--- config.mk ---
export PLATFORM = sky130hd
export DESIGN_NAME = s2p_deser
export DESIGN_NICKNAME = d
export VERILOG_FILES = /design/src/rtl/s2p_pkg.sv /design/src/rtl/s2p_lane_cnt.sv /design/src/rtl/s2p_deser.sv
export SDC_FILE = /design/constraint.sdc
export NUM_CORES = 1
export LEC_CHECK = 0
export BUFFER_PORTS_ARGS = -buffer_cell sky130_fd_sc_hd__buf_2
export CORE_MARGIN = 10
export CORE_UTILIZATION = 30
export CTS_CLUSTER_DIAMETER = 40
export CTS_CLUSTER_SIZE = 24
export DETAILED_ROUTE_END_ITERATION = 7
export PLACE_DENSITY = 0.58
export SYNTH_ARGS = -nofsm -noshare
export SYNTH_HDL_FRONTEND = slang
export SYNTH_HIERARCHICAL = 1
export SYNTH_SLANG_ARGS = --single-unit
export TNS_END_PERCENT = 1
--- constraint.sdc ---
create_clock -name clk -period 2.73 [get_ports clk]
set_clock_uncertainty 0.15 [all_clocks]
set_input_delay 0.273 -clock clk [delete_from_list [all_inputs] [get_ports clk]]
set_output_delay 0.273 -clock clk [all_outputs]
set_load 0.02 [all_outputs]
--- src/rtl/s2p_pkg.sv ---
// Shared constants and helpers for the s2p_deser serial-to-parallel deserialiser.
package s2p_pkg;

   localparam int unsigned S2P_LANES_DEF = 4;
   localparam int unsigned S2P_WL_DEF    = 16;
   localparam int unsigned S2P_FRAME_DEF = 1024;

   function automatic int unsigned clog2(input int unsigned value);
      int unsigned width;
      width = 0;
      for (int unsigned i = 0; i < 32; i++) begin
         if ((64'd1 << i) < 64'(value)) width = i + 1;
      end
      return width;
   endfunction

   function automatic int unsigned bitrev(input int unsigned index, input int unsigned width);
      int unsigned result;
      result = 0;
      for (int unsigned i = 0; i < width; i++) begin
         if (index[i]) result = result | (32'd1 << (width - 1 - i));
      end
      return result;
   endfunction

endpackage

--- src/rtl/s2p_lane_cnt.sv ---
// Lane and group counters for s2p_deser, with frame-sync realignment and error pulse.
module s2p_lane_cnt
   import s2p_pkg::*;
#(
   parameter int unsigned LANES     = S2P_LANES_DEF,
   parameter int unsigned FRAME_LEN = S2P_FRAME_DEF,
   localparam int unsigned GROUPS   = FRAME_LEN / LANES,
   localparam int unsigned CNT_W    = clog2(LANES),
   localparam int unsigned GRP_W    = (GROUPS > 1) ? clog2(GROUPS) : 1
) (
   input  logic             clk,
   input  logic             rst,
   input  logic             in_valid,
   input  logic             in_sync,
   output logic [CNT_W-1:0] lane_cnt,
   output logic [GRP_W-1:0] grp_cnt,
   output logic             grp_done,
   output logic             grp_last,
   output logic             sync_err
);

   localparam logic [CNT_W-1:0] LAST_LANE = CNT_W'(LANES - 1);
   localparam logic [GRP_W-1:0] LAST_GRP  = GRP_W'(GROUPS - 1);

   // A sync sample always lands in lane 0, so with LANES >= 2 it never completes a group.
   always_comb begin
      grp_done = in_valid && !in_sync && (lane_cnt == LAST_LANE);
      grp_last = grp_done && (grp_cnt == LAST_GRP);
   end

   always_ff @(posedge clk or negedge rst) begin
      if (!rst) begin
         lane_cnt <= '0;
         grp_cnt  <= '0;
         sync_err <= 1'b0;
      end else begin
         sync_err <= in_valid && in_sync && (lane_cnt != '0);
         if (in_valid) begin
            if (in_sync) begin
               lane_cnt <= CNT_W'(1);
               grp_cnt  <= '0;
            end else begin
               lane_cnt <= (lane_cnt == LAST_LANE) ? '0 : lane_cnt + 1'b1;
               if (grp_done) begin
                  grp_cnt <= (grp_cnt == LAST_GRP) ? '0 : grp_cnt + 1'b1;
               end
            end
         end
      end
   end

endmodule

--- src/rtl/s2p_deser.sv ---
// Serial-to-parallel deserialiser for the FFT input datapath.
// Define S2P_BITREV_EN to emit each group in bit-reversed lane order.
module s2p_deser
   import s2p_pkg::*;
#(
   parameter int unsigned WORDLENGTH = S2P_WL_DEF,
   parameter int unsigned LANES      = S2P_LANES_DEF,
   parameter int unsigned FRAME_LEN  = S2P_FRAME_DEF,
   localparam int unsigned GROUPS    = FRAME_LEN / LANES,
   localparam int unsigned CNT_W     = clog2(LANES),
   localparam int unsigned GRP_W     = (GROUPS > 1) ? clog2(GROUPS) : 1
) (
   input  logic                        clk,
   input  logic                        rst,
   input  logic                        in_valid,
   input  logic                        in_sync,
   input  logic [WORDLENGTH-1:0]       data_in,
   output logic [LANES*WORDLENGTH-1:0] data_out,
   output logic                        out_valid,
   output logic                        out_last,
   output logic                        sync_err
);

   logic [CNT_W-1:0]            lane_cnt;
   logic [GRP_W-1:0]            grp_cnt_unused;
   logic                        grp_done;
   logic                        grp_last;
   logic [CNT_W-1:0]            wr_lane;
   logic [WORDLENGTH-1:0]       stage    [LANES];
   logic [WORDLENGTH-1:0]       grp_lane [LANES];
   logic [LANES*WORDLENGTH-1:0] grp_word;

   s2p_lane_cnt #(
      .LANES     (LANES),
      .FRAME_LEN (FRAME_LEN)
   ) u_lane_cnt (
      .clk      (clk),
      .rst      (rst),
      .in_valid (in_valid),
      .in_sync  (in_sync),
      .lane_cnt (lane_cnt),
      .grp_cnt  (grp_cnt_unused),
      .grp_done (grp_done),
      .grp_last (grp_last),
      .sync_err (sync_err)
   );

   assign wr_lane = in_sync ? '0 : lane_cnt;

   // The final sample bypasses staging so the group is emitted one cycle after it arrives.
   always_comb begin
      for (int unsigned k = 0; k < LANES; k++) begin
         grp_lane[k] = stage[k];
      end
      grp_lane[LANES-1] = data_in;
   end

   always_comb begin
      grp_word = '0;
      for (int unsigned k = 0; k < LANES; k++) begin
`ifdef S2P_BITREV_EN
         grp_word[k*WORDLENGTH +: WORDLENGTH] = grp_lane[CNT_W'(bitrev(k, CNT_W))];
`else
         grp_word[k*WORDLENGTH +: WORDLENGTH] = grp_lane[CNT_W'(k)];
`endif
      end
   end

   always_ff @(posedge clk or negedge rst) begin
      if (!rst) begin
         for (int unsigned k = 0; k < LANES; k++) begin
            stage[k] <= '0;
         end
      end else if (in_valid) begin
         stage[wr_lane] <= data_in;
      end
   end

   always_ff @(posedge clk or negedge rst) begin
      if (!rst) begin
         data_out  <= '0;
         out_valid <= 1'b0;
         out_last  <= 1'b0;
      end else begin
         out_valid <= grp_done;
         out_last  <= grp_last;
         if (grp_done) begin
            data_out <= grp_word;
         end
      end
   end

endmodule

==> impl_metrics.tcl <==
set metrics [dict create \
    ios 87 \
    async_reset_ff_share_pct 100 \
    antennaDiodeCount 0 \
    setup_tns_ps 0 \
    clock.fmax_ghz 0.473 \
    avgSynthCellArea_um2 14.5 \
    htreeDepth 4 \
    area_growth_pct 24.4 \
    end_kind "flop" \
    design.die.area_um2 22500 \
    netlist_top_cells_area "dfrtp_1 62%, mux2_2 17%, mux2_4 5.9%, o32ai_1 2.8%, inv_1 1.7%" \
    grt_pass1_wl_um 18300 \
    synth_edf_count 0 \
    rsz0062_at_grt "false" \
    drive_above_1_share_pct 47.9 \
    grt_pass1_vias 3306 \
    hp-class "in2reg" \
    synthCells 348 \
    routed_wl_um 11000 \
    cts_sinks 125 \
    crit_path_start "u_lane_cnt/lane_cnt[0]" \
    hpwl_um 7790 \
    hp-start "data_in[6]" \
    std_cell_rows 47 \
    synth_top_cell_by_area "dfrtp_1" \
    firstDrtPassIters 4 \
    drc 0 \
    p_leak_nw 2.99 \
    synthesis.nets 371 \
    gp_congestion 0.789 \
    yosys-top-cells-count "125 x dfrtp_1, 76 x mux2_2, 23 x inv_1, 22 x nand2_1, 20 x mux2_4" \
    core_um2 16600 \
    r2r_start "u_lane_cnt/lane_cnt[0]" \
    crit_type "reg2reg" \
    critPathArrivalTime_ps 2250 \
    relSlewSlack_pct 40.2 \
    cts_resized 0 \
    slew_viol_final 0 \
    path_clk_slew_ps 50 \
    setup_viol 0 \
    synth_most_common_cell "dfrtp_1" \
    power_density_nw_per_um2 1090 \
    cts_root_buffer "clkbuf_16" \
    antenna_left 0 \
    yosysSeqAreaShare_pct 61.8 \
    period_needed_ps 2120 \
    required_ps 2870 \
    ys_ff_latch 125 \
    post-route-util_pct 38.0 \
    yosysUniqueCellTypes 33 \
    startpoint_type "flop" \
    critPathMaxFanout 41 \
    ys.flop_type "dfrtp_1" \
    finalNonFillerCells 675 \
    die_w_um 150 \
    viasPerCell 4.53 \
    grt_max_degree 71 \
    grt.overflow.total 0 \
    syn_area_um2 5060 \
    antenna_found_initial 0 \
    finalCritPeriodShare_pct 77.5 \
    synth.top_cell.area_share_pct 61.8 \
    grt.total_usage_pct 10.5 \
    drt_iter0_drc 181 \
    finalHoldViolations 0 \
    vdd_drop_max_mv 0.500 \
    yosys_warnings 6 \
    final_nets 466 \
    dpl.cell_count 641 \
    status "complete, no violations" \
    port_buffers 86 \
    clock_path_buffers 2 \
    insertion_delay_ps 410 \
    initial_core_util_pct 30.5 \
    cts_made_buffers 17 \
    wl_per_cell_um 16.4 \
    cts_tree "yes" \
    vias 3058 \
    maxCapViolCount 0 \
    max_slew.worst_pin.slew_ps 893 \
    die_height_um 150 \
]
[metal layers]
layer | global-route usage (%) | routed length [um]
met1 | 13.2 | 5090
met2 | 15.7 | 5060
met5 | 0 | 0
met3 | 3.89 | 683
met4 | 4.76 | 204
[power breakdown]
group / switching [mW] / leakage, nW / internal (mW)
Clock: 0.751 / 0.269 / 1.34
Combinational: 1.04 / 1.15 / 0.876
Sequential: 0.335 / 1.57 / 2.52
[kinds of logic after synthesis]
| kind of cell | count (synthesis) | synth area share (%) |
|---|---|---|
| multiplexers | 96 | 22.8 |
| buffers and inverters | 42 | 4.50 |
| adder cells (fa/ha/maj) | 3 | 0.742 |
| AND/OR/NAND/NOR | 43 | 4.57 |
| AO/OA/AOI/OAI | 39 | 5.54 |
| flip-flops | 125 | 61.8 |
[final timing paths]
kind                       slack (ps)            to  cells past startpoint
max                               610  data_out[49]                      5
min                                10  grp_lane[22]                      2
max in group asynchronous        1550  data_out[45]                      3
min reg2reg                       350   data_out[6]                      1
min in group asynchronous         170  data_out[31]                      2
max reg2reg                       610  data_out[49]                      5
[critical path: stages (launching register included)]
cell and delay, ps:
dfrtp_1 480, ha_1 240, nand3b_1 150, clkinv_2 300, buf_12 280, mux2_2 370
[timing repair]
item / 4_1_cts / 5_1_grt
hold buffers: 3 / 0
endpoints found under the hold margin: 27 / 0
buffers inserted: 0 / 0
endpoints found under the setup margin: 0 / 0
[through the flow]
step	hold WS [ps]	area [um2]	setup WS, ps	power, mW
after CTS	2.27	6300	599	6.99
after floorplan	-173	5060	762	4.10
after global placement	63.0	5710	664	4.80
final	15.0	6300	615	6.86
after detailed placement	65.6	5710	620	4.85
after global routing	2.94	6300	444	7.29
[layout make-up]
class | instances | area (um2)
Clock buffer | 25 | 495
Clock inverter | 6 | 60.1
Fill cell | 1608 | 10300
Inverter | 23 | 87.6
Multi-Input combinational cell | 181 | 1710
Sequential cell | 125 | 3130
Tap cell | 220 | 275
Timing Repair Buffer | 95 | 546
[registers in the layout (all words and copies together), names as in the netlist]
| name | cells |
|---|---|
| grp_lane | 48 |
| u_lane_cnt/grp_cnt | 8 |
| out_valid | 1 |
| u_lane_cnt/sync_err | 1 |
| data_out | 64 |
| out_last | 1 |
| u_lane_cnt/lane_cnt | 2 |
[cells in the final DEF, fill, tap and decap left out, drive strengths merged]
cell	count
or4	2
a41oi	1
nor3b	1
o21ai	10
a21oi	5
o21ba	1
o32ai	16
o311ai	1
and4bb	2
a22oi	1
clkinv	4
clkinvlp	2
nand3	5
a22o	1
clkbuf	25
bufinv	1
a31oi	1
buf	92
and2	1
o211ai	2
nand3b	3
and4b	1
ha	3
nor2	3
nand2	22
dfrtp	125
nand4	1
inv	22
dlygate4sd3	3
mux2	96
and4	1
and3	1
Power figures use the tool's default switching activity.
